## src/rtl/clb_pkg.sv

```systemverilog
// Shared sizing helpers and config field offsets for grid_clb_nk.
// Widths are derived from the tile parameters via constant functions.
package clb_pkg;

  function automatic int clog2(input int v);
    int r;
    r = 0;
    for (int i = 0; i < 32; i++)
      if ((1 << r) < v) r++;
    return r;
  endfunction

  function automatic int sel_w(input int num_in,
                               input int num_ble);
    return clog2(num_in + num_ble);
  endfunction

  function automatic int ble_bits(input int k,
                                  input int sw);
    return k * sw + (1 << k) + 2;
  endfunction

  function automatic int cfg_bits(input int nb,
                                  input int bb);
    return nb * bb;
  endfunction

  localparam int OFF_SEL = 0;

  function automatic int off_lut(input int k,
                                 input int sw);
    return OFF_SEL + k * sw;
  endfunction

  function automatic int off_ffuse(input int k,
                                   input int sw);
    return off_lut(k, sw) + (1 << k);
  endfunction

  function automatic int off_ffinit(input int k,
                                    input int sw);
    return off_ffuse(k, sw) + 1;
  endfunction

endpackage

```

## src/rtl/clb_ble.sv

```systemverilog
// One BLE: input crossbar, LUT_K-input LUT and optional output flop.
// Ports: clk, reset, cfg_done, cfg slice, clb_I, ble_q in; lut, q, ff_use out.
module clb_ble
  import clb_pkg::*;
#(
  parameter int NUM_IN   = 10,
  parameter int NUM_BLE  = 4,
  parameter int LUT_K    = 4,
  parameter int SEL_W    = 4,
  parameter int BLE_BITS = 34
) (
  input  logic                clk,
  input  logic                reset,
  input  logic                cfg_done,
  input  logic [BLE_BITS-1:0] cfg,
  input  logic [NUM_IN-1:0]   clb_I,
  input  logic [NUM_BLE-1:0]  ble_q,
  output logic                lut,
  output logic                q,
  output logic                ff_use
);

  localparam int OFF_L = off_lut(LUT_K, SEL_W);
  localparam int OFF_U = off_ffuse(LUT_K, SEL_W);
  localparam int OFF_I = off_ffinit(LUT_K, SEL_W);
  localparam int NSRC  = NUM_IN + NUM_BLE;

  // Sources padded to the full select range so that
  // out-of-range selects read a constant 0.
  logic [(2**SEL_W)-1:0] src;
  logic [LUT_K-1:0]      pin;
  logic [(2**LUT_K)-1:0] tt;
  logic                  ff_init;

  always_comb begin
    src = '0;
    src[NSRC-1:0] = {ble_q, clb_I};
  end

  for (genvar i = 0; i < LUT_K; i++) begin : g_pin
    logic [SEL_W-1:0] sel;
    assign sel    = cfg[OFF_SEL + i*SEL_W +: SEL_W];
    assign pin[i] = src[sel];
  end

  assign tt      = cfg[OFF_L +: 2**LUT_K];
  assign ff_use  = cfg[OFF_U];
  assign ff_init = cfg[OFF_I];
  assign lut     = tt[pin];

  always_ff @(posedge clk) begin
    if (reset)
      q <= 1'b0;
    else if (!cfg_done)
      q <= ff_init;
    else
      q <= lut;
  end

endmodule

```

## src/rtl/grid_clb_nk.sv

```systemverilog
// CLB tile of NUM_BLE BLEs with a serial config chain and done flag.
// Ports: clk, reset, ccff_en/head in, ccff_tail, cfg_done out, clb_I in, clb_O out.
module grid_clb_nk
  import clb_pkg::*;
#(
  parameter int NUM_IN  = 10,
  parameter int NUM_BLE = 4,
  parameter int LUT_K   = 4
) (
  input  logic               clk,
  input  logic               reset,
  input  logic               ccff_en,
  input  logic               ccff_head,
  output logic               ccff_tail,
  output logic               cfg_done,
  input  logic [NUM_IN-1:0]  clb_I,
  output logic [NUM_BLE-1:0] clb_O
);

  localparam int SEL_W    = sel_w(NUM_IN, NUM_BLE);
  localparam int BLE_BITS = ble_bits(LUT_K, SEL_W);
  localparam int CFG_BITS = cfg_bits(NUM_BLE, BLE_BITS);
  localparam int CW       = clog2(CFG_BITS + 1);

  localparam logic [CW-1:0] CNT_MAX = CW'(CFG_BITS);

  logic [CFG_BITS-1:0] cfg;
  logic [CW-1:0]       cnt;
  logic [CW-1:0]       cnt_next;
  logic                done_next;
  logic [NUM_BLE-1:0]  ble_q;
  logic [NUM_BLE-1:0]  lut;
  logic [NUM_BLE-1:0]  ff_use;

  // A shift while loaded opens a new session at count 1.
  always_comb begin
    cnt_next = cnt;
    if (ccff_en) begin
      if (cfg_done)
        cnt_next = CW'(1);
      else if (cnt != CNT_MAX)
        cnt_next = cnt + CW'(1);
    end
    done_next = (cnt_next == CNT_MAX) && !ccff_en;
  end

  always_ff @(posedge clk) begin
    if (reset) begin
      cfg      <= '0;
      cnt      <= '0;
      cfg_done <= 1'b0;
    end else begin
      if (ccff_en)
        cfg <= {cfg[CFG_BITS-2:0], ccff_head};
      cnt      <= cnt_next;
      cfg_done <= done_next;
    end
  end

  assign ccff_tail = cfg[CFG_BITS-1];

  for (genvar b = 0; b < NUM_BLE; b++) begin : g_ble
    clb_ble #(
      .NUM_IN  (NUM_IN),
      .NUM_BLE (NUM_BLE),
      .LUT_K   (LUT_K),
      .SEL_W   (SEL_W),
      .BLE_BITS(BLE_BITS)
    ) u_ble (
      .clk     (clk),
      .reset   (reset),
      .cfg_done(cfg_done),
      .cfg     (cfg[b*BLE_BITS +: BLE_BITS]),
      .clb_I   (clb_I),
      .ble_q   (ble_q),
      .lut     (lut[b]),
      .q       (ble_q[b]),
      .ff_use  (ff_use[b])
    );
  end

  // Outputs stay quiet until a complete configuration is in place.
  assign clb_O = cfg_done ?
    ((ff_use & ble_q) | (~ff_use & lut)) : '0;

endmodule

```

## config.mk

```make
export PLATFORM = sky130hd
export DESIGN_NAME = grid_clb_nk
export DESIGN_NICKNAME = d
export VERILOG_FILES = /design/src/rtl/clb_pkg.sv /design/src/rtl/clb_ble.sv /design/src/rtl/grid_clb_nk.sv
export SDC_FILE = /design/constraint.sdc
export NUM_CORES = 1
export LEC_CHECK = 0
export CAP_MARGIN = 20
export CORE_MARGIN = 3
export CORE_UTILIZATION = 40
export CTS_CLUSTER_DIAMETER = 50
export DETAILED_ROUTE_END_ITERATION = 12
export PLACE_DENSITY = 0.67
export SKIP_CTS_REPAIR_TIMING = 1
export SLEW_MARGIN = 25
export SYNTH_ARGS = -nofsm -noshare
export SYNTH_HDL_FRONTEND = slang
export SYNTH_HIERARCHICAL = 1
export SYNTH_SLANG_ARGS = --single-unit
```

## constraint.sdc

```tcl
create_clock -name clk -period 5.3 [get_ports clk]
set_input_delay 1.06 -clock clk [delete_from_list [all_inputs] [get_ports clk]]
set_output_delay 1.06 -clock clk [all_outputs]
set_load 0.02 [all_outputs]
```

=== Word-level counts from Yosys, hierarchy flattened ===
Cells that the tools add are included.

* Input port bits: 14
* Logic and storage cells: 84
* Output and inout port bits: 6
* Register bits after elaboration: 149

* Mux-type cells: 48
* Eq/ne operators: 2
* $lt $le $gt $ge: 20
* Add/subtract/negate cells: 1
* Reductions and logical operators: 2
* Bitwise gates (word level): 4

{| class="wikitable"
|+ Operator list
! kind !! count
|-
| $lt 4x5->1 const B || 20
|-
| $bmux 1 s4 || 20
|-
| $mux 1 || 24
|-
| $mux 8 || 3
|-
| $add 8x1->8 const B || 1
|-
| $and 4x4->4 || 2
|-
| $eq 8x8->1 const B || 1
|-
| $ne 8x8->1 const B || 1
|-
| $mux 4 || 1
|-
| $not 4->4 || 1
|-
| $or 4x4->4 || 1
|-
| $logic_and 1x1->1 || 1
|-
| $logic_not 1->1 || 1
|}

=== Longest topological paths before layout ===
Gate-level depths: netlist of the first run.

* Depth after elaboration: 7
* Depth in mapped cells: 8
* Gate-level depth less buffers: 8

=== Hierarchy ===
Netlist of the first run, hierarchy kept.

{| class="wikitable"
|+ Modules (own cells, without submodules)
! module !! cells each !! sequential area each (um^2) !! instances !! area each (um^2)
|-
| grid_clb_nk || 514 || 2902.8 || 1 || 5347.6
|-
| clb_ble || 76 || 20.0 || 4 || 778.2
|}

=== Worst setup path before layout of the first run ===
No wires, ideal clock.

* Path type: in2out
* Start point: input port clb_I[8]
* End point: output port clb_O[2]
* Required time: 4.240 ns
* Setup slack: 1.455 ns
* Stages: 8
* Arrival time: 2.785 ns
* Path buffers: 0
* Path through: mux4_2 a221oi_4 o21ai_0 nand4_1 nand4_1 mux2i_1 mux2i_1 nor2b_1

* Longest elaborated chain between the ends: 7
* Elaborated cells on any way between the ends: 13
* Those cells by class: 11 x mux; 2 x bitwise

{| class="wikitable"
|+ RTL lines
! element !! line !! text
|-
| start: declaration || grid_clb_nk.sv:16 || <nowiki>input logic [NUM_IN-1:0] clb_I,</nowiki>
|-
| $bmux 1 s4 || clb_ble.sv:43 || <nowiki>assign pin[i] = src[sel];</nowiki>
|-
| $mux 1 (implied by the code) || clb_ble.sv:43 ||
|-
| $bmux 1 s4 * || clb_ble.sv:49 || <nowiki>assign lut = tt[pin];</nowiki>
|-
| $mux 1 (implied by the code) * || clb_ble.sv:49 ||
|-
| via lut[2] || grid_clb_nk.sv:32 || <nowiki>logic [NUM_BLE-1:0] lut;</nowiki>
|-
| $and 4x4->4 * || grid_clb_nk.sv:84 || <nowiki>((ff_use & ble_q) | (~ff_use & lut)) : '0;</nowiki>
|-
| $or 4x4->4 * || grid_clb_nk.sv:84 ||
|-
| $mux 4 * || grid_clb_nk.sv:83 || <nowiki>assign clb_O = cfg_done ?</nowiki>
|-
| end: declaration || grid_clb_nk.sv:17 || <nowiki>output logic [NUM_BLE-1:0] clb_O</nowiki>
|}

Mark *: on every way through the listed nets, which the timed path passes. The rest lies on a longest branch. The select of a mux whose other input is x is not followed.

=== Worst setup path in the final report of the first run ===
* Start point: input port clb_I[8]
* End point: output port clb_O[1]

Same word-level chain as after synthesis.

==> results of run 1 <==
path summary, 6_finish.rpt:
kind | start | endpoint | slack, ps | cells past startpoint
worst min-delay path | cfg[28] | cfg[29] | 520 | 2
worst min register to register | cfg[28] | cfg[29] | 520 | 2
worst max register to register | g_ble[0].u_ble/q | g_ble[0].u_ble/q | 2740 | 6
worst max-delay path | clb_I[8] | clb_O[1] | 190 | 11
state kept, by name, indices dropped and copies added, names as in the netlist:
register / count
cfg: 136
cnt: 8
g_ble.u_ble/q: 4
cfg_done: 1
per-layer routing:
metal | up-vias | routed length [um]
li1 | 3111 | -
met1 | 3121 | 8850
met2 | 173 | 8540
met3 | 19 | 1170
met4 | 0 | 198
met5 | - | 0
logic make-up (layout without fill, tap and decap cells):
kind of cell	after synthesis	after routing	synth area share [%]
adders and majority gates	2	2	0.296
and+or+nand+nor	281	281	16.5
AOI/OAI and AO/OA	82	82	8.37
buffers and inverters	63	93	3.19
DFF	149	149	35.3
muxes	241	241	36.3
critical path, stage by stage:
cell and delay (ps):
clkdlybuf4s50_1 450, buf_12 170, mux4_2 510, a221oi_4 420, o21ai_0 130, nand4_1 100, nand4_1 140, mux2i_1 190
mux2i_1 90, nor2b_1 160, clkdlybuf4s50_1 610
metrics by stage:
stage	instance area, um2	power (uW)	hold slack [ps]
final	9590	2600	516
after global routing	9590	2690	548
after CTS	9580	2620	525
after detailed placement	8970	1360	505
after global placement	8970	1360	503
after floorplan	8460	1290	476
layout make-up:
| cell class | instances | area (um2) |
|---|---|---|
| Clock buffer | 22 | 464 |
| Clock inverter | 10 | 148 |
| Fill cell | 1903 | 10900 |
| Inverter | 25 | 93.8 |
| Multi-Input combinational cell | 606 | 5210 |
| Sequential cell | 149 | 2980 |
| Tap cell | 270 | 338 |
| Timing Repair Buffer | 36 | 352 |
cells in the mapped netlist, types with 6 or more instances:
library cell,instances,area (um2)
mux2i_1,168,1680
dfxtp_1,149,2980
nor2_1,145,544
nand4_1,43,269
mux4_2,40,901
o21ai_0,35,175
nand3_1,34,170
inv_1,25,93.8
mux2_2,24,270
clkbuf_1,19,71.3
buf_2,15,75.1
nor2b_1,13,81.3
a22oi_1,8,60.1
mux4_1,8,210
nand2b_1,6,37.5
power breakdown:
part	leakage, uW	switching, uW	total (uW)	internal (uW)
clock	0.000287	491	1260	769
sequential	0.00120	4.10	1130	1120
combinational	0.00204	119	213	94.3
total	0.00353	614	2600	1990
==> impl_metrics.csv, run 1 <==
group,metric,value,unit
detailed_routing,route.vias.total,6424,
detailed_routing,drt_pass1_iterations,5,
grt,grt_usage,17.0,%
finish,final_nets,851,
cts,cts_tree,"done",
setup_path,crit_type,"in -> out",
die,start_util,41.3,%
detailed_routing,postRouteAntennaNets,0,
finish,drive_gt1_share,17.1,%
synthesis,ys_ff_latch,149,
cts,worst_skew_pair.late_latency,430,ps
finish,syn2layout_area_growth,13.3,%
timing,rsz0062_at_grt,"no",
outcome,status,"finished, final reports clean",
grt,grt_max_degree,98,
power,power_leakage,0.00353,uW
grt,use_met2,25.3,%
grt,grt_pass1_vias,6081,
grt,grt.overflow.total,0,
run,drv_cap,0,
setup_path,path_max_fanout,16,
power,powerDensity,271,nW/um2
timing,clock_skew,9.79,ps
place,hpwl,11.7,mm
synthesis,syn_area,8460,um2
finish,final_common_cell,"mux2i_1",
grt,busiest_layer,"met2",
timing,setup_viol,0,
timing,finalCritPeriodShare,96.4,%
timing,finalCriticalPeriod,5110,ps
die,dieArea,22900,um2
setup_path,worstPathArrival,4050,ps
synthesis,synth-edff-count,0,
power,ir_drop,0.204,mV
min_path,hp-class,"reg -> reg",
grt,use_met1,24.4,%
place,io_buffers,19,
timing,maxSlewHeadroom,34.3,%
detailed_routing,avgViaCountPerCell,5.75,
finish,fin_util,46.8,%
synthesis,async_flop_share,0,%
finish,antenna-diode-count,0,
synthesis,yosysWarnings,6,
synthesis,synth_cell_type_count,50,
cts,cts_sinks,149,
synthesis,syn_area_per_cell,10.3,um2
timing,layout_setup_ws,193,ps
cts,cts_buffers,17,
detailed_routing,first_iter_violations,451,
finish,final_cells,1118,
detailed_routing,post_drt_wl_per_cell,16.8,um
cts,clkTransAtPathRegs,60,ps
timing,maxClockFrequency,196,MHz
timing,maxSlewViolCount,0,
cts,h-tree-depth,4,
die,core.rowCount,52,
cts,clock_path_buffers,2,
timing,fin_tns_setup,0,ps
setup_path,start_kind,"primary input",
cts,cts_root_buf,"clkbuf_16",
synthesis,synth_ff_type,"dfxtp_1",
grt,antenna_found_initial,0,
place,preCtsSetupSlack,146,ps
finish,final_cell_mix,"168 x mux2i_1, 149 x dfxtp_1, 145 x nor2_1, 43 x nand4_1, 40 x mux4_2",
synthesis,ys_seq_area_share,35.3,%
grt,met3_usage,4.31,%
detailed_routing,wirelength,18.8,mm
grt,grt_pass1_wl,31.2,mm
place,place_inst,1086,
detailed_routing,drc,0,
setup_path,cp-end-kind,"output port",
place,place_congestion,0.851,
synthesis,syn_nets,834,
die,ios,20,
setup_path,required,4240,ps
die,core-area,20500,um2
die,fp.dieH,151,um
die,chipWidth,151,um
synthesis,postSynthCellCount,818,
timing,hold_viol,0,
timing,worstMarginPinSlew,986,ps
Power figures use the tool's default switching activity.
==> run 2, diff against run 1 <==
--- a/config.mk
+++ b/config.mk
@@ -6,7 +6,7 @@
 export NUM_CORES = 1
 export LEC_CHECK = 0
 export CAP_MARGIN = 20
-export CORE_MARGIN = 3
+export CORE_MARGIN = 2
 export CORE_UTILIZATION = 40
 export CTS_CLUSTER_DIAMETER = 50
 export DETAILED_ROUTE_END_ITERATION = 12
==> impl_metrics.csv, run 2 (synthesized netlist as in run 1, its figures left out) <==
group,metric,value,unit
min_path,holdPathStages,2,
setup_path,rrSetupSlack,2760,ps
run,drv_cap,0,
detailed_routing,drc,0,
die,dieArea,22300,um2
place,preCtsSetupSlack,180,ps
place,place_congestion,0.843,
detailed_routing,postRouteAntennaNets,0,
cts,cts_tree,"done",
finish,final_nets,851,
setup_path,r2r_end,"g_ble[0].u_ble/q",
setup_path,start_kind,"primary input",
timing,setup_viol,0,
timing,clock_skew,7.90,ps
setup_path,r2r-start,"g_ble[1].u_ble/q",
place,io_buffers,19,
grt,grt_pass1_wl,32.0,mm
grt,grt_max_degree,105,
setup_path,worst_path_max_delay_cell,"clkdlybuf4s50_1",
timing,finalCritPeriodShare,97.0,%
detailed_routing,post_drt_wl_per_cell,17.2,um
setup_path,crit_family,"buffers and inverters",
cts,clkTransAtPathRegs,60,ps
finish,regMostFlops,"cfg",
setup_path,cp-end-kind,"output port",
cts,worst_skew_pair.late_latency,430,ps
power,ir_drop,0.196,mV
setup_path,path_cells,"clkdlybuf4s50_1, buf_4, mux4_2, a221oi_4, o21ai_0, nand4_1, nand4_1, mux2i_1, mux2i_1, nor2b_1, clkdlybuf4s50_1",
place,hpwl,11.7,mm
die,core.rowCount,53,
finish,antenna-diode-count,0,
cts,cts_root_buf,"clkbuf_16",
timing,finalCriticalPeriod,5140,ps
setup_path,required,4240,ps
grt,antenna_found_initial,0,
finish,largest_reg_flops,136,
detailed_routing,route.vias.total,6458,
timing,worstMarginPinSlew,1110,ps
timing,fin_tns_setup,0,ps
power,power_leakage,0.00352,uW
finish,final_cell_mix,"168 x mux2i_1, 149 x dfxtp_1, 145 x nor2_1, 43 x nand4_1, 40 x mux4_2",
finish,drive_gt1_share,17.5,%
grt,grt.overflow.total,0,
setup_path,cp.buffers_inverters,3,
setup_path,crit_type,"in -> out",
finish,syn2layout_area_growth,12.9,%
setup_path,worstPathArrival,4080,ps
timing,hold_viol,0,
setup_path,r2r_cells,7,
cts,cts_sinks,149,
setup_path,crit_path_max_incr_delay,620,ps
die,chipWidth,149,um
die,ios,20,
outcome,status,"finished, final reports clean",
min_path,whs_endpoint,"cfg[128]",
grt,grt_usage,17.9,%
min_path,holdCritStartpoint,"cfg[128]",
timing,maxSlewHeadroom,25.8,%
cts,clock_path_buffers,2,
finish,nFillCells,1937,
die,fp.dieH,149,um
detailed_routing,avgViaCountPerCell,5.75,
detailed_routing,first_iter_violations,500,
power,powerDensity,269,nW/um2
timing,layout_setup_ws,158,ps
cts,h-tree-depth,4,
timing,maxClockFrequency,194,MHz
timing,rsz0062_at_grt,"no",
min_path,hp-class,"reg -> reg",
finish,final_common_cell,"mux2i_1",
finish,fin_util,45.7,%
die,core-area,20900,um2
detailed_routing,wirelength,19.3,mm
detailed_routing,drt_pass1_iterations,5,
setup_path,path_max_fanout,16,
grt,grt_pass1_vias,6103,
finish,reg_top3,"cfg x136, cnt x8, g_ble.u_ble/q x4",
cts,cts_buffers,17,
timing,maxSlewViolCount,0,
die,start_util,40.5,%
[run 2: changes by cell type in the layout (fill, tap and decap cells not counted)]
| cell | before | now |
|---|---|---|
| buf_12 | 2 | 0 |
| clkbuf_1 | 3 | 0 |
| bufinv_16 | 3 | 2 |
| buf_4 | 16 | 18 |
| inv_6 | 1 | 5 |
| inv_8 | 0 | 1 |
| clkbuf_8 | 3 | 1 |
| clkinv_2 | 0 | 1 |
[run 2: how the worst max path moves through the flow]
stage | slack [ps] | depth (start not counted) | end | start
final | 160 | 11 | clb_O[1] | clb_I[8]
after global routing | 4 | 11 | clb_O[1] | clb_I[8]
after CTS | 150 | 11 | clb_O[3] | clb_I[8]
after detailed placement | 180 | 11 | clb_O[1] | clb_I[8]
after global placement | 170 | 11 | clb_O[3] | clb_I[9]
after floorplan | 1460 | 8 | clb_O[2] | clb_I[8]
[run 2: tightest hold or removal path, cell delays in order, from the launching register on]
cell,delay [ps]
dfxtp_1,340
mux2i_1,70
nor2_1,70
[run 2: cell type report]
type / count / area, um2 / share of cell area (%)
Timing Repair Buffer: 36 / 327 / 3.42
Clock buffer: 17 / 425 / 4.45
Inverter: 25 / 93.8 / 0.983
Tap cell: 275 / 344 / 3.60
Clock inverter: 15 / 169 / 1.77
Multi-Input combinational cell: 606 / 5210 / 54.5
Sequential cell: 149 / 2980 / 31.2
[run 2: metal layers]
metal,track usage (%),vias up,routed length [um]
li1,-,3102,-
met1,25.0,3123,8920
met2,27.1,211,8790
met3,4.76,22,1360
met4,5.14,0,228
met5,0,-,0
[run 2: where the power goes]
part / internal, uW / switching (uW)
Sequential: 1120 / 3.95
Combinational: 92.3 / 120
Clock: 705 / 527
[run 2: stage by stage]
stage                     power [uW]  cell area (um2)  hold WS, ps  instances
after floorplan                 1290             8460          476        818
after global placement          1360             8950          508       1091
after detailed placement        1360             8950          511       1091
after CTS                       2590             9540          525       1123
after global routing            2650             9550          546       1123
final                           2570             9550          520       1123
==> run 3, diff against run 2 <==
==> constraint.sdc (replaced) <==
create_clock -name clk -period 5.79 [get_ports clk]
set_input_delay 1.158 -clock clk [delete_from_list [all_inputs] [get_ports clk]]
set_output_delay 1.158 -clock clk [all_outputs]
set_load 0.02 [all_outputs]
==> impl_metrics.csv, run 3 (synthesized netlist as in run 1, its figures left out) <==
group,metric,value,unit
setup_path,path_max_fanout,16,
detailed_routing,post_drt_wl_per_cell,17.0,um
cts,cts_root_buf,"clkbuf_16",
timing,setup_viol,0,
die,start_util,40.5,%
timing,maxSlewHeadroom,36.0,%
finish,final_common_cell,"mux2i_1",
cts,cts_sinks,149,
die,ios,20,
detailed_routing,route.vias.total,6350,
setup_path,cp-end-kind,"output port",
place,place_inst,1087,
cts,h-tree-depth,4,
die,chipWidth,149,um
finish,syn2layout_area_growth,12.3,%
grt,grt.overflow.total,0,
power,powerDensity,244,nW/um2
place,place_congestion,0.804,
detailed_routing,first_iter_violations,456,
timing,finalCriticalPeriod,5360,ps
grt,grt_pass1_vias,6186,
grt,antenna_found_initial,0,
detailed_routing,avgViaCountPerCell,5.67,
place,hpwl,11.5,mm
setup_path,crit_type,"in -> out",
finish,final_cells,1119,
timing,clock_skew,7.30,ps
die,fp.dieH,149,um
finish,final_nets,847,
cts,clock_path_buffers,2,
setup_path,required,4630,ps
timing,fin_tns_setup,0,ps
grt,grt_max_degree,101,
grt,grt_pass1_wl,32.0,mm
timing,rsz0062_at_grt,"no",
die,core-area,20900,um2
timing,layout_setup_ws,426,ps
cts,cts_tree,"done",
place,io_buffers,19,
power,power_leakage,0.00344,uW
finish,antenna-diode-count,0,
cts,worst_skew_pair.late_latency,420,ps
detailed_routing,drc,0,
power,ir_drop,0.192,mV
outcome,status,"finished, final reports clean",
place,preCtsSetupSlack,473,ps
run,drv_cap,0,
min_path,hp-class,"reg -> reg",
setup_path,worstPathArrival,4210,ps
timing,hold_viol,0,
cts,clkTransAtPathRegs,60,ps
finish,final_cell_mix,"168 x mux2i_1, 149 x dfxtp_1, 145 x nor2_1, 43 x nand4_1, 40 x mux4_2",
setup_path,start_kind,"primary input",
detailed_routing,postRouteAntennaNets,0,
timing,maxSlewViolCount,0,
finish,fin_util,45.5,%
die,core.rowCount,53,
timing,worstMarginPinSlew,960,ps
finish,largest_reg_flops,136,
timing,maxClockFrequency,186,MHz
grt,grt_usage,17.7,%
timing,finalCritPeriodShare,92.6,%
detailed_routing,drt_pass1_iterations,5,
die,dieArea,22300,um2
finish,drive_gt1_share,16.9,%
detailed_routing,wirelength,19.0,mm
finish,reg_top3,"cfg x136, cnt x8, g_ble.u_ble/q x4",
cts,cts_buffers,17,
finish,regMostFlops,"cfg",
==> run 3: cell types whose count changed in the layout (fill, tap and decap cells not counted) <==
cell	delta
clkdlybuf4s50_1	+3
clkinv_4	-3
clkbuf_1	+1
buf_4	-5
buf_6	+1
clkinvlp_4	+1
clkinv_2	+3
dlymetal6s2s_1	-3
inv_8	-1
inv_6	-3
clkbuf_8	+2
==> run 3: final timing paths <==
| kind | depth (start not counted) | startpoint | end | slack, ps |
|---|---|---|---|---|
| max | 11 | clb_I[8] | clb_O[0] | 430 |
| min | 2 | cfg[30] | cfg[30] | 530 |
| max reg2reg | 6 | g_ble[0].u_ble/q | g_ble[0].u_ble/q | 3260 |
| min reg2reg | 2 | cfg[30] | cfg[30] | 530 |
==> run 3: layout make-up <==
class                           count  area, um2
Fill cell                        1981      11400
Multi-Input combinational cell    606       5210
Sequential cell                   149       2980
Clock buffer                       20        457
Tap cell                          275        344
Timing Repair Buffer               32        293
Clock inverter                     12        128
Inverter                           25       93.8
==> run 3: power by group <==
group	leakage [uW]	internal (uW)	switching [uW]
registers	0.00120	1030	3.96
logic	0.00196	81.8	108
clock network	0.000279	657	444
==> run 3: worst max-delay path, stage by stage <==
cell             delay (ps)
clkdlybuf4s50_1         400
buf_4                   210
mux4_2                  540
a221oi_4                430
o21ai_0                 150
nand4_1                 120
nand4_1                 170
mux2i_1                 170
mux2i_1                  90
nor2b_1                 150
clkdlybuf4s50_1         610
==> run 3: metrics by stage <==
step | hold WS, ps | total power, uW | area, um2
after CTS | 530 | 2340 | 9500
after detailed placement | 509 | 1240 | 8920
after floorplan | 476 | 1180 | 8460
after global placement | 499 | 1240 | 8920
final | 527 | 2320 | 9510
after global routing | 549 | 2400 | 9510
==> run 3: metal layers <==
metal / GRT usage (%) / up-vias / wire length, um / part of all wire, %
met4: 5.05 / 0 / 134 / 0.70
li1: - / 3098 / - / -
met5: 0 / - / 0 / 0
met3: 4.21 / 16 / 1190 / 6.3
met1: 25.1 / 3048 / 9030 / 47
met2: 27.0 / 188 / 8670 / 46
